**src/rtl/uart_tx_fifo.sv**
```systemverilog
// rtl/uart_tx_fifo.sv - 8N1 UART transmitter fed by a byte queue
// The queue is a separate module so the FSM only sees a valid/ready pop interface.

module uart_tx_fifo_queue #(
    parameter int DEPTH = 16
) (
    input  logic                   clk,
    input  logic                   reset,
    input  logic [7:0]             s_tdata,
    input  logic                   s_tvalid,
    output logic                   s_tready,
    output logic [7:0]             m_tdata,
    output logic                   m_tvalid,
    input  logic                   m_tready,
    output logic [$clog2(DEPTH):0] count
);
    localparam int AW = $clog2(DEPTH);

    logic [7:0]    mem [DEPTH];
    logic [AW-1:0] wr_ptr;
    logic [AW-1:0] rd_ptr;
    logic          push;
    logic          pop;

    // Acceptance looks only at the registered count, so a full queue refuses
    // a byte even when a pop happens on the same edge.
    assign s_tready = count < (AW+1)'(DEPTH);
    assign m_tvalid = count != '0;
    assign m_tdata  = mem[rd_ptr];
    assign push     = s_tvalid && s_tready;
    assign pop      = m_tvalid && m_tready;

    always_ff @(posedge clk) begin
        if (push && !reset) begin
            mem[wr_ptr] <= s_tdata;
        end
    end

    always_ff @(posedge clk) begin
        if (reset) begin
            wr_ptr <= '0;
            rd_ptr <= '0;
            count  <= '0;
        end else begin
            if (push) begin
                wr_ptr <= wr_ptr + AW'(1);
            end
            if (pop) begin
                rd_ptr <= rd_ptr + AW'(1);
            end
            case ({push, pop})
                2'b10:   count <= count + (AW+1)'(1);
                2'b01:   count <= count - (AW+1)'(1);
                default: count <= count;
            endcase
        end
    end
endmodule

module uart_tx_fifo #(
    parameter int CLK_FREQ   = 100_000_000,
    parameter int BAUD_RATE  = 9600,
    parameter int FIFO_DEPTH = 16
) (
    input  logic                        clk,
    input  logic                        reset,
    input  logic [7:0]                  tx_data,
    input  logic                        tx_valid,
    output logic                        tx_ready,
    output logic                        TxD,
    output logic                        busy,
    output logic                        tx_done,
    output logic [$clog2(FIFO_DEPTH):0] fifo_count
);
    localparam int DIV_COUNT = CLK_FREQ / BAUD_RATE;
    localparam int CW        = (DIV_COUNT > 1) ? $clog2(DIV_COUNT) : 1;

    typedef enum logic [1:0] {IDLE, START, DATA, STOP} state_t;

    state_t        state;
    logic [CW-1:0] baud_cnt;
    logic [2:0]    bit_idx;
    logic [7:0]    shift;
    logic          baud_last;
    logic          fifo_valid;
    logic          fifo_pop;
    logic [7:0]    fifo_data;

    assign baud_last = baud_cnt == CW'(DIV_COUNT - 1);
    // Popping at the end of the stop bit chains frames with no idle bit.
    assign fifo_pop  = fifo_valid && ((state == IDLE) || (state == STOP && baud_last));

    uart_tx_fifo_queue #(
        .DEPTH(FIFO_DEPTH)
    ) u_queue (
        .clk     (clk),
        .reset   (reset),
        .s_tdata (tx_data),
        .s_tvalid(tx_valid),
        .s_tready(tx_ready),
        .m_tdata (fifo_data),
        .m_tvalid(fifo_valid),
        .m_tready(fifo_pop),
        .count   (fifo_count)
    );

    always_ff @(posedge clk) begin
        if (reset) begin
            state    <= IDLE;
            baud_cnt <= '0;
            bit_idx  <= '0;
            shift    <= '0;
            TxD      <= 1'b1;
            busy     <= 1'b0;
            tx_done  <= 1'b0;
        end else begin
            tx_done <= 1'b0;
            case (state)
                IDLE: begin
                    TxD      <= 1'b1;
                    busy     <= 1'b0;
                    baud_cnt <= '0;
                    if (fifo_pop) begin
                        shift <= fifo_data;
                        state <= START;
                        TxD   <= 1'b0;
                        busy  <= 1'b1;
                    end
                end
                START: begin
                    if (baud_last) begin
                        baud_cnt <= '0;
                        bit_idx  <= '0;
                        state    <= DATA;
                        TxD      <= shift[0];
                    end else begin
                        baud_cnt <= baud_cnt + CW'(1);
                    end
                end
                DATA: begin
                    if (baud_last) begin
                        baud_cnt <= '0;
                        shift    <= shift >> 1;
                        if (bit_idx == 3'd7) begin
                            state <= STOP;
                            TxD   <= 1'b1;
                        end else begin
                            bit_idx <= bit_idx + 3'd1;
                            TxD     <= shift[1];
                        end
                    end else begin
                        baud_cnt <= baud_cnt + CW'(1);
                    end
                end
                STOP: begin
                    if (baud_last) begin
                        baud_cnt <= '0;
                        tx_done  <= 1'b1;
                        if (fifo_pop) begin
                            shift <= fifo_data;
                            state <= START;
                            TxD   <= 1'b0;
                        end else begin
                            state <= IDLE;
                            busy  <= 1'b0;
                        end
                    end else begin
                        baud_cnt <= baud_cnt + CW'(1);
                    end
                end
            endcase
        end
    end
endmodule

```
**config.mk**
```make
export PLATFORM = sky130hd
export DESIGN_NAME = uart_tx_fifo
export DESIGN_NICKNAME = d
export VERILOG_FILES = /design/src/rtl/uart_tx_fifo.sv
export SDC_FILE = /design/constraint.sdc
export NUM_CORES = 1
export LEC_CHECK = 0
export ABC_AREA = 1
export BUFFER_PORTS_ARGS = -buffer_cell sky130_fd_sc_hd__buf_2
export CAP_MARGIN = 25
export CELL_PAD_IN_SITES_DETAIL_PLACEMENT = 1
export CELL_PAD_IN_SITES_GLOBAL_PLACEMENT = 2
export CORE_MARGIN = 3
export CORE_UTILIZATION = 45
export CTS_CLUSTER_SIZE = 16
export DETAILED_ROUTE_END_ITERATION = 16
export PLACE_DENSITY = 0.88
export SETUP_SLACK_MARGIN = 0.4
export SLEW_MARGIN = 15
export SYNTH_ARGS = -nofsm -noshare
export SYNTH_HDL_FRONTEND = slang
export SYNTH_SLANG_ARGS = --single-unit
```
**constraint.sdc**
```tcl
create_clock -name clk -period 3.9 [get_ports clk]
set_clock_uncertainty 0.15 [all_clocks]
set_input_delay 0.585 -clock clk [delete_from_list [all_inputs] [get_ports clk]]
set_output_delay 0.585 -clock clk [all_outputs]
set_load 0.01 [all_outputs]
```
; Word level (Yosys, flattened, before mapping)
; Memories as Yosys holds them, arrays and structs flattened. A register that Yosys moved wholly into a read port is not among the register bits.
; Index checks and enable logic that the tools add are counted.
[classes]
n_addsub = 6
n_mul = 0
n_div = 0
order_cmp = 1
n_eq_ne = 15
n_shift = 0
n_mux = 34
bitwise_logic = 1
reduce_logical = 20
[ops]
columns = op, n
row1 = 14-bit one-hot mux with 2 select lines, 1
row2 = 8-bit 2-to-1 mux, 3
row3 = 8-bit one-hot mux with 3 select lines, 1
row4 = 14-bit by 1-bit adder with 14-bit output (second input constant), 1
row5 = 14-bit equality test (second input constant), 1
row6 = 14-bit 2-to-1 mux, 1
row7 = 1-bit 2-to-1 mux, 13
row8 = 2-bit != test (second input constant), 6
row9 = 2-bit 2-to-1 mux, 5
row10 = 5-bit one-hot mux with 2 select lines, 1
row11 = 3-bit 2-to-1 mux, 3
row12 = 4-bit by 1-bit adder with 4-bit output (second input constant), 2
row13 = 4-bit 2-to-1 mux, 2
row14 = 2-bit one-hot mux with 4 select lines, 1
row15 = 4-bit AND reduction, 2
row16 = 2-bit equality test (second input constant), 3
row17 = 3-bit one-hot mux with 2 select lines, 1
row18 = 3-bit AND reduction, 2
row19 = 2-bit nonzero test, 3
row20 = 5-bit by 1-bit adder with 5-bit output (second input constant), 1
row21 = 1-bit logical AND, 5
row22 = 5-bit less-than comparator (second input constant), 1
row23 = 5-bit AND reduction, 1
row24 = 5-bit nonzero test, 1
row25 = 14 further kinds, 16
[word_totals]
register_bits = 43
latchBits = 0
ram_bits = 128
rom_bits = 0
input_bits = 11
output_inout_bits = 9
word_cells = 88
mem_count = 1
[mem_list]
columns = memory, depth, word_bits, read_ports, rd_clocked_by_memory_dff, write_ports, line
row1 = u_queue.mem, 16, 8, 1, 1, 1, 19  ; logic [7:0] mem [DEPTH];

; Longest topological paths before layout
; Gate-level depths: netlist of run 1.
[depth]
ltp_word = 7
depth_mapped = 18
depth_no_buf = 18

; By module
; From an unflattened synthesis of run 1, not the netlist that was laid out.
[hier_totals]
cells_unflattened = 699
area_unflattened_um2 = 7649.8
[by_module_without_submodules]
columns = module, instances, cells_each, area_each_um2, seq_area_each_um2
row1 = uart_tx_fifo_queue, 1, 470, 6042.0, 4184.0
row2 = uart_tx_fifo, 1, 229, 1607.8, 600.6

; Worst setup path after synthesis of run 1
; OpenSTA, ideal clock, no wires.
[synth_timing]
path_type = flip-flop to flip-flop
from = register baud_cnt[0]
to = register u_queue.count[4]
setup_ns = 0.109
arrival_time_ns = 1.887
required_time_ns = 3.641
path_slack_ns = 1.754
path_stages_with_launch = 18
n_path_buf = 0
period_less_slack_ns = 2.146
cell_sequence = dfxtp_1 > ha_1 > nand3_2 > nor2_2 > nand3_4 > nand2_4 > nand3_2 > nand2_1 > nand2_1 > ha_1 > a21oi_1 > inv_1 > nand3_1 > nand2_1 > nand2_1 > nand3_1 > nand2_1 > inv_1
[synth_via]
elab_chain_cells = 7
elab_cells_between_ends = 9
classes_between = 3 x eq/ne / 1 x mux / 5 x reduce/logical
[synth_lines]
columns = item, line
row1 = from (decl), 81  ; logic [CW-1:0] baud_cnt;
row2 = from (signal assigned), 137  ; baud_cnt <= baud_cnt + CW'(1);
row3 = from (signal assigned), 152  ; baud_cnt <= baud_cnt + CW'(1);
row4 = from (signal assigned), 168  ; baud_cnt <= baud_cnt + CW'(1);
row5 = 14-bit equality test (*), 89  ; assign baud_last = baud_cnt == CW'(DIV_COUNT - 1);
row6 = 1-bit logical AND (*), 91  ; assign fifo_pop = fifo_valid && ((state == IDLE) || (state == STOP && baud_last));
row7 = 1-bit logical OR (*), 91
row8 = 1-bit logical AND (*), 91
row9 = 1-bit logical AND (*), 31  ; assign pop = m_tvalid && m_tready;
row10 = 2-bit by 1-bit equality test with 1-bit output / 2-bit equality test (equally long branches), 51  ; case ({push, pop})
row11 = 5-bit one-hot mux with 2 select lines / 2-bit nonzero test (equally long branches), --
row12 = to (signal assigned), 52  ; 2'b10: count <= count + (AW+1)'(1);
row13 = to (signal assigned), 53  ; 2'b01: count <= count - (AW+1)'(1);
row14 = to (signal assigned), 54  ; default: count <= count;
row15 = to (decl), 15  ; output logic [$clog2(DEPTH):0] count
; Mark *: on every way between the ends. The rest lies on a longest branch, timed or not.
; A chain may end at the register's enable or synchronous reset.

; Worst setup path after layout of run 1
[layout_timing]
from = register state[0]
to = register shift[5]
[layout_via]
elab_chain_cells = 7
elab_cells_between_ends = 13
classes_between = 4 x eq/ne / 3 x mux / 6 x reduce/logical
[layout_lines]
columns = item, line
row1 = from (decl), 80  ; state_t state;
row2 = from (signal assigned), 109  ; state <= IDLE;
row3 = from (signal assigned), 125  ; state <= START;
row4 = from (signal assigned), 134  ; state <= DATA;
row5 = 2-bit equality test, "91, 118"
row6 = 1-bit logical AND, 91
row7 = 1-bit logical OR, 91
row8 = 1-bit logical AND, 91
row9 = 8-bit 2-to-1 mux (2 in a row), --
row10 = 8-bit one-hot mux with 3 select lines, 118  ; case (state)
row11 = to (signal assigned), 124  ; shift <= fifo_data;
row12 = to (signal assigned), 143  ; shift <= shift >> 1;
row13 = to (signal assigned), 160  ; shift <= fifo_data;
row14 = to (decl), 83  ; logic [7:0] shift;
; Parallel ways exist; a longest one is shown, timed or not. The select of a mux whose other input is x is not followed.

==> results.toml, run 1 <==
[sta]
fin_crit_ns = 2.44
setup_violations = 0
fin_setup_tns_ns = 0
slew_headroom_pct = 35.1
hold_viol_final = 0
report.final.slew_viol_count = 0
fin_crit_sh_pct = 62.6
max_freq_mhz = 410
grt_setup_unrepaired = "no"
worst_pin_slew_ns = 0.974
fin_ws_ns = 1.46

[floorplan]
die_w_um = 134
die_h_um = 134
ios = 20
die-area_um2 = 18000
num_rows = 46
start_util_pct = 46.3
core_um2 = 16000

[pwr]
netSwitchingPower_uw = 1850
clkPwrFrac_pct = 30.0
intPower_uw = 3520
powerDensity_nw_per_um2 = 654
sw_frac_of_total_pct = 34.5
peakVddDrop_v = 0.000328
leakagePower_uw = 0.00286
p_comb_share_pct = 29.0
fin_total_pwr_uw = 5370
pwr-share-seq_pct = 41.0

[synthesis]
synthesis.area_um2 = 7410
syn_avg_cell_area_um2 = 10.9
synth_nets = 706
yosys-top-cells-area = "edfxtp_1 52%, dfxtp_1 13%, nor2_1 5.4%"
async_flop_share_pct = 0
ys_seq_area_share_pct = 64.6
yosys.area.top_type_share_pct = 51.9
netlist_instances = 678
yosysTopAreaCell = "edfxtp_1"
ys_ff_latch = 175
synth_flop_cell = "edfxtp_1"
synth_edf_count = 128
synth.distinct_cells = 42
ys_warn_count = 0

[finish]
area_growth_pct = 10.8
antenna_cells = 0
drive_above_1_share_pct = 10.7
final_nets = 715
utilization_pct = 51.3

[cts]
cts_tree = "yes"
cts_resized = 0
cts_max_level = 4
cts_setup_buffers = 0
clk_latency_ns = 0.43
cts-root-buf = "clkbuf_16"
path_clk_slew_ns = 0.06
cts_sinks = 175
clock_tree.buffer_depth = 2
cts_buffers = 17
hold_buffers = 0

[setup_path]
worst-setup-path-type = "flip-flop to flip-flop"
rrSetupSlack_ns = 1.46
worstPathRequired_ns = 4.06
reg2reg_from = "state[0]"
critPathMaxFanout = 18
rr_endpoint = "shift[5]"
worstSetupStartpoint = "state[0]"
endpoint_kind = "flip-flop"
start_kind = "flip-flop"
crit_arrival_ns = 2.60
ff2ff_path_depth = 9
worstSetupEndpoint = "shift[5]"

[route]
final_antenna_net_count = 0
viasPerCell = 5.53
firstDrtPassIters = 4
routed_wl_um = 18600
drt_iter0_drc = 353
wire_per_inst_um = 20.4
drc = 0
vias = 5062

[worst_hold_path]
hp-class = "flip-flop to flip-flop"

[placement]
place_ws_ns = 1.14
gp_congestion = 0.854
dp_hpwl_um = 12300
portBuffers = 19

[global_routing]
grt-ovfl-total = 0
grtUsageMet1_pct = 28.2
grt_use_met2_pct = 36.6
grt_max_degree = 65
grt.busiest_layer = "met2"
grtUsageTotal_pct = 21.8
grt_use_met3_pct = 4.16
antenna_found_initial = 0
grt_pass1_wl_um = 29800
grt_pass1_vias = 5366

[run]
drv_cap = 0

[status]
run_status = "finished, final reports clean"
worst max-delay path, cell delays in order (launching register included):
cell     delay, ns
dfxtp_1       0.37
inv_1         0.13
ha_1          0.67
inv_1         0.32
nand2_1       0.17
a21oi_2       0.08
o21ai_4       0.10
inv_4         0.11
o21ai_1       0.18
a21oi_2       0.04
how the worst min path moves through the flow:
stage	from	end	depth (start not counted)
after global routing	shift[7]	shift[7]	2
after CTS	shift[7]	shift[7]	2
after global placement	baud_cnt[0]	baud_cnt[0]	1
final	shift[7]	shift[7]	2
after detailed placement	baud_cnt[0]	baud_cnt[0]	1
after floorplan	baud_cnt[0]	baud_cnt[0]	1
power by group through the flow:
| stage | registers, uW | logic [uW] | clock network, uW |
|---|---|---|---|
| final | 2200 | 1560 | 1610 |
| after global routing | 2220 | 1740 | 1730 |
| after CTS | 2200 | 1560 | 1640 |
| after detailed placement | 2240 | 1550 | 0 |
| after global placement | 2230 | 1500 | 0 |
| after floorplan | 2220 | 1120 | 0 |
routing by layer:
layer,wire [um],vias to the layer above
li1,-,2432
met1,8140,2489
met2,9450,113
met3,676,28
met4,376,0
met5,0,-
kinds of logic after synthesis:
group	count (synthesis)	share of synthesized area, %
buf+inv	84	4.59
fa+ha+maj	17	2.87
compound gates	181	14.3
flops	175	64.6
xor+xnor	4	0.473
simple gates	217	13.2
final cells by class:
cell class | count | area, um2
inverter | 53 | 204
tap | 216 | 270
sequential | 175 | 4790
multi-input combinational | 419 | 2290
fill | 1752 | 7790
clock buffer | 21 | 440
clock inverter | 11 | 118
timing repair buffer | 21 | 110
state kept, by name (all words and copies together), names as in the netlist, named ones only:
| register | cells |
|---|---|
| baud_cnt | 14 |
| u_queue.mem | 128 |
| bit_idx | 3 |
| tx_done | 1 |
| TxD | 1 |
| u_queue.count | 5 |
| shift | 8 |
| busy | 1 |
| u_queue.wr_ptr | 4 |
| state | 2 |
| u_queue.rd_ptr | 4 |
cell usage after synthesis (2+ instances only):
cell,instances
dfxtp_1,47
o22ai_1,5
xor2_1,2
o211ai_1,15
nor2_2,4
inv_4,2
inv_1,47
o221ai_1,19
a21oi_2,2
clkbuf_1,20
inv_2,4
a211oi_1,3
o21ai_0,78
nand3_2,3
nand4_2,2
nor3b_1,2
ha_1,17
nor3_1,7
nand3_1,27
xnor2_1,2
nor2_1,107
nand4_1,4
nand2_1,51
o21ai_1,12
edfxtp_1,128
a21oi_1,41
nand2_4,2
buf_2,10
and3_1,2
through the flow:
stage / cells / hold slack, ns / area (um2)
2_1_floorplan: 678 / 0.268 / 7410
3_3_place_gp: 884 / 0.278 / 7660
3_5_place_dp: 884 / 0.301 / 7660
4_1_cts: 916 / 0.321 / 8210
5_1_grt: 916 / 0.346 / 8210
6_report: 916 / 0.318 / 8210
cells in the final DEF (no fill, tap or decap), types with 3 or more instances in the layout:
master,Yosys,layout
o211ai_1,15,15
nand3_1,27,27
nand3_2,3,3
o21ai_1,12,12
o22ai_1,5,5
a211oi_1,3,3
nor3_1,7,7
ha_1,17,17
clkinv_2,0,4
clkbuf_1,20,4
inv_1,47,47
o21ai_0,78,78
nand4_1,4,4
edfxtp_1,128,128
buf_2,10,19
nor2_2,4,4
nor2_1,107,107
clkbuf_16,0,17
inv_2,4,4
nand2_1,51,51
a21oi_1,41,41
dfxtp_1,47,46
o221ai_1,19,19
No activity file was read; power rests on OpenSTA's default activity.
==> run 2: changes to the inputs <==
CORE_UTILIZATION = 42   (was 45)
PLACE_DENSITY = 0.83   (was 0.88)
clock period = 2.3 ns   (was 3.9 ns; I/O delays follow)
==> results.toml, run 2 (synthesized netlist as in run 1, its figures left out) <==
[status]
run_status = "finished, final reports clean"

[route]
drt_iter0_drc = 259
wl_met2_um = 10400
dr_wl_met3_um = 790
top_layer = "met4"
wire_per_inst_um = 19.7
viasPerCell = 5.47
drc = 0
wl_met1_um = 7590
vias = 5276
firstDrtPassIters = 4
routed_wl_um = 19000
final_antenna_net_count = 0

[floorplan]
ios = 20
die_h_um = 139
start_util_pct = 43.8
num_rows = 47
die-area_um2 = 19300
core_um2 = 16900
die_w_um = 139

[setup_path]
critPathMaxFanout = 4
cp_num_cells = 16
worstSetupEndpoint = "u_queue.count[2]"
ff2ff_path_depth = 16
worstSetupStartpoint = "baud_cnt[11]"
rrSetupSlack_ns = 0.23
path_cells = "nand2_1 > inv_1 > nand2_1 > nor2_4 > nand3_4 > nand2_4 > nand3_4 > nand2_2 > nand2_2 > ha_4 > a21oi_4 > inv_2 > nand3_1 > nand3_1 > o211ai_1 > inv_1"
reg2reg_from = "baud_cnt[11]"
cp_slowest_stage_delay_ns = 0.38
worstPathRequired_ns = 2.47
crit_arrival_ns = 2.24
rr_endpoint = "u_queue.count[2]"
cp_num_buf_inv = 3
path_delay_family = "simple AND/OR/NAND/NOR gates"
crit_slowest_cell = "dfxtp_1"
start_kind = "flip-flop"
endpoint_kind = "flip-flop"
worst-setup-path-type = "flip-flop to flip-flop"

[sta]
fin_crit_ns = 2.07
setup_violations = 0
hold_viol_final = 0
fin_setup_tns_ns = 0
grt_setup_unrepaired = "yes"
max_freq_mhz = 483
fin_crit_sh_pct = 90.0
fin_ws_ns = 0.231
worst_pin_slew_ns = 0.486
slew_headroom_pct = 67.4
report.final.slew_viol_count = 0

[placement]
place_ws_ns = 0.106
place_inst = 920
dpl_cell_area_um2 = 8000
gp_congestion = 0.840
portBuffers = 19
dp_hpwl_um = 12500

[finish]
reg.largest.list = "u_queue.mem: 128 flops, baud_cnt: 14 flops, shift: 8 flops"
largest_reg_flops = 128
design_area_um2 = 8900
fill_cells = 1815
multi_input_area_um2 = 2460
area_growth_pct = 20.2
stdcell_count = 965
drive_above_1_share_pct = 21.2
final_nets = 762
top_register = "u_queue.mem"
final_common_cell = "edfxtp_1"
mostFrequentLayoutCells = "128 x edfxtp_1, 102 x nor2_1, 76 x o21ai_0, 48 x nand2_1, 43 x buf_4"
register_area_um2 = 4800
antenna_cells = 0

[cts]
path_clk_slew_ns = 0.06
cts-root-buf = "clkbuf_16"
cts_max_level = 4
cts_buffers = 17
clock_tree.buffer_depth = 2
cts_tree = "yes"
cts_sinks = 175
clk_latency_ns = 0.42

[global_routing]
grt-ovfl-total = 0
grt_max_degree = 56
grtUsageTotal_pct = 20.0
grt_pass1_wl_um = 30200
grt_pass1_vias = 5754
antenna_found_initial = 0

[worst_hold_path]
min_delay_path_depth = 2
hp-class = "input pin to flip-flop"

[run]
drv_cap = 0

[pwr]
powerDensity_nw_per_um2 = 1120
leakagePower_uw = 0.00315
peakVddDrop_v = 0.000648
==> run 2: changes by cell type in the layout (fill, tap and decap cells not counted), moves of 4 or more <==
cell,before,now
buf_4,2,43
inv_1,47,40
dfxtp_1,46,40
ha_1,17,11
buf_12,0,5
inv_2,4,9
nor2_1,107,102
a21oi_1,41,37
clkinv_2,4,0
dfxtp_2,1,5
ha_4,0,4
==> run 2: layer usage <==
layer / vias up / track usage (%)
li1: 2528 / -
met3: 21 / 3.17
met5: - / 0
met1: 2625 / 24.2
met2: 102 / 36.4
met4: 0 / 6.18
==> run 2: layout make-up <==
cell class / count / area share [%]
well taps: 220 / 3.09
inverters: 53 / 2.42
repair buffers: 68 / 5.99
multi-input cells: 419 / 27.6
clock buffers: 19 / 4.86
flip-flops and latches: 175 / 53.9
clock inverters: 11 / 2.14
==> run 2: how the worst min path moves through the flow <==
stage	startpoint	end	slack, ns
6_report	reset	u_queue.count[0]	0.10
5_1_grt	reset	u_queue.count[0]	0.12
4_1_cts	reset	u_queue.count[0]	0.09
3_5_place_dp	baud_cnt[0]	baud_cnt[0]	0.29
3_3_place_gp	baud_cnt[0]	baud_cnt[0]	0.28
2_1_floorplan	baud_cnt[0]	baud_cnt[0]	0.27
==> run 2: power breakdown <==
group          total (uW)  internal (uW)  switching [uW]
sequential           3780           3590             189
combinational        3150           1170            1980
clock                3040           1910            1130
total                9970           6680            3290
==> run 2: repair_timing <==
item | 4_1_cts | 5_1_grt
hold buffers | 0 | 0
setup buffers | 9 | 6
setup endpoints to repair | 146 | 158
gates resized for setup | 21 | 27
pin swaps | 7 | 10
==> run 2: metrics by stage <==
step                      utilization (%)  total power, uW  hold WS [ns]
after floorplan                         -             5710         0.270
after global placement               47.2             6470         0.275
after detailed placement             47.2             6600         0.289
after CTS                            51.8             9850        0.0871
after global routing                 52.6            10600         0.120
final                                52.6             9970         0.101
==> run 3: changes to the inputs <==
BUFFER_PORTS_ARGS = not set   (was -buffer_cell sky130_fd_sc_hd__buf_2)
CORE_UTILIZATION = 43   (was 42)
DONT_BUFFER_PORTS = 1   (was not set)
==> results.toml, run 3 (synthesized netlist as in run 1, its figures left out) <==
[status]
run_status = "finished with violations"
violations = "negative hold slack"

[finish]
top_register = "u_queue.mem"
antenna_cells = 0
largest_reg_flops = 128
stdcell_count = 962
mostFrequentLayoutCells = "128 x edfxtp_1, 104 x nor2_1, 77 x o21ai_0, 47 x nand2_1, 47 x buf_4"
area_growth_pct = 19.8
drive_above_1_share_pct = 19.3
final_common_cell = "edfxtp_1"
reg.largest.list = "u_queue.mem: 128 flops, baud_cnt: 14 flops, shift: 8 flops"
final_nets = 757
utilization_pct = 53.2

[setup_path]
crit_slowest_cell = "dfxtp_2"
critPathMaxFanout = 4
crit_arrival_ns = 2.28
reg2reg_from = "baud_cnt[1]"
start_kind = "flip-flop"
worstPathRequired_ns = 2.48
cp_num_cells = 17
rrSetupSlack_ns = 0.21
rr_endpoint = "u_queue.count[4]"
cp_num_buf_inv = 2
worstSetupStartpoint = "baud_cnt[1]"
endpoint_kind = "flip-flop"
cp_slowest_stage_delay_ns = 0.35
ff2ff_path_depth = 17
path_cells = "ha_4 > nand3_4 > nor2_4 > nand3_4 > nand2_4 > nand3_4 > nand2_2 > nand2_2 > ha_4 > a21oi_4 > inv_2 > nand3_2 > nand2_1 > nand2_1 > nand3_1 > nand2_1 > inv_1"
worstSetupEndpoint = "u_queue.count[4]"
worst-setup-path-type = "flip-flop to flip-flop"
path_delay_family = "simple AND/OR/NAND/NOR gates"

[pwr]
peakVddDrop_v = 0.000640
leakagePower_uw = 0.00313
clkPwrFrac_pct = 30.2
pwr-share-seq_pct = 37.6
sw_frac_of_total_pct = 33.7
powerDensity_nw_per_um2 = 1120
intPower_uw = 6610
p_comb_share_pct = 32.1
netSwitchingPower_uw = 3360

[route]
wl_met1_um = 8030
viasPerCell = 5.49
vias = 5277
dr_wl_met3_um = 508
final_antenna_net_count = 0
drt_iter0_drc = 346
routed_wl_um = 18600
wl_met2_um = 9690
top_layer = "met4"
wire_per_inst_um = 19.3
firstDrtPassIters = 5
drc = 0

[worst_hold_path]
hp-class = "input pin to flip-flop"

[cts]
cts_buffers = 17
hold_buffers = 10
cts-root-buf = "clkbuf_16"
clock_tree.buffer_depth = 2
cts_tree = "yes"
clk_latency_ns = 0.43
cts_sinks = 175
path_clk_slew_ns = 0.06
cts_max_level = 4

[placement]
gp_congestion = 0.835
dp_hpwl_um = 12100
place_inst = 900
portBuffers = 0

[global_routing]
grtUsageTotal_pct = 20.2
grt_pass1_wl_um = 28600
antenna_found_initial = 0
grt_pass1_vias = 5355
grt-ovfl-total = 0
grt_max_degree = 33

[sta]
hold_viol_final = 15
fin_crit_ns = 2.09
grt_setup_unrepaired = "yes"
whs_ns = -0.178
max_freq_mhz = 477
worst_pin_slew_ns = 0.676
fin_setup_tns_ns = 0
setup_violations = 0
fin_crit_sh_pct = 91.1
slew_headroom_pct = 54.9
report.final.slew_viol_count = 0

[floorplan]
die_w_um = 137
start_util_pct = 44.4
die_h_um = 137
core_um2 = 16700
num_rows = 47
ios = 20
die-area_um2 = 18800

[run]
drv_cap = 0
-- run 3: final cells by class --
type,count,area (um2)
Clock inverter,13,185
Fill cell,1789,7820
Timing Repair inverter,1,6.26
Tap cell,220,275
Timing Repair Buffer,62,522
Clock buffer,19,433
Multi-Input combinational cell,419,2440
Sequential cell,175,4800
Inverter,53,214
-- run 3: power by group through the flow --
stage	clock network, uW	registers, uW	logic, uW
after CTS	3060	3750	2910
after global routing	3200	3780	3580
after detailed placement	0	3810	2660
final	3020	3760	3210
after global placement	0	3790	2540
after floorplan	0	3780	1930
-- run 3: layer usage --
| metal | up-vias | GRT usage [%] |
|---|---|---|
| met1 | 2654 | 24.5 |
| met5 | - | 0 |
| met2 | 75 | 36.3 |
| li1 | 2520 | - |
| met3 | 28 | 3.54 |
| met4 | 0 | 6.82 |
-- run 3: through the flow --
stage / setup slack [ns] / total power [uW] / hold slack (ns) / area (um2)
global placement: 0.203 / 6340 / 0.260 / 7860
CTS: 0.164 / 9720 / -0.193 / 8710
floorplan: 0.338 / 5710 / 0.270 / 7460
global route: 0.0431 / 10600 / -0.191 / 8880
finish: 0.205 / 9980 / -0.178 / 8880
detailed placement: 0.0973 / 6470 / 0.262 / 7860
-- run 3: how the worst min path moves through the flow --
stage,start,endpoint,slack (ns),depth (start not counted)
2_1_floorplan,baud_cnt[0],baud_cnt[0],0.27,1
3_3_place_gp,reset,state[0],0.26,1
3_5_place_dp,reset,state[0],0.26,1
4_1_cts,reset,state[0],-0.19,1
5_1_grt,reset,state[0],-0.19,1
6_report,reset,state[0],-0.18,1
-- run 3: timing repair --
| item | CTS | global route |
|---|---|---|
| gates cloned | 0 | 1 |
| pin swaps | 11 | 14 |
| endpoints found under the setup margin | 103 | 40 |
| resized for setup | 22 | 25 |
| endpoints found under the hold margin | 147 | 15 |
| buffers inserted | 9 | 10 |
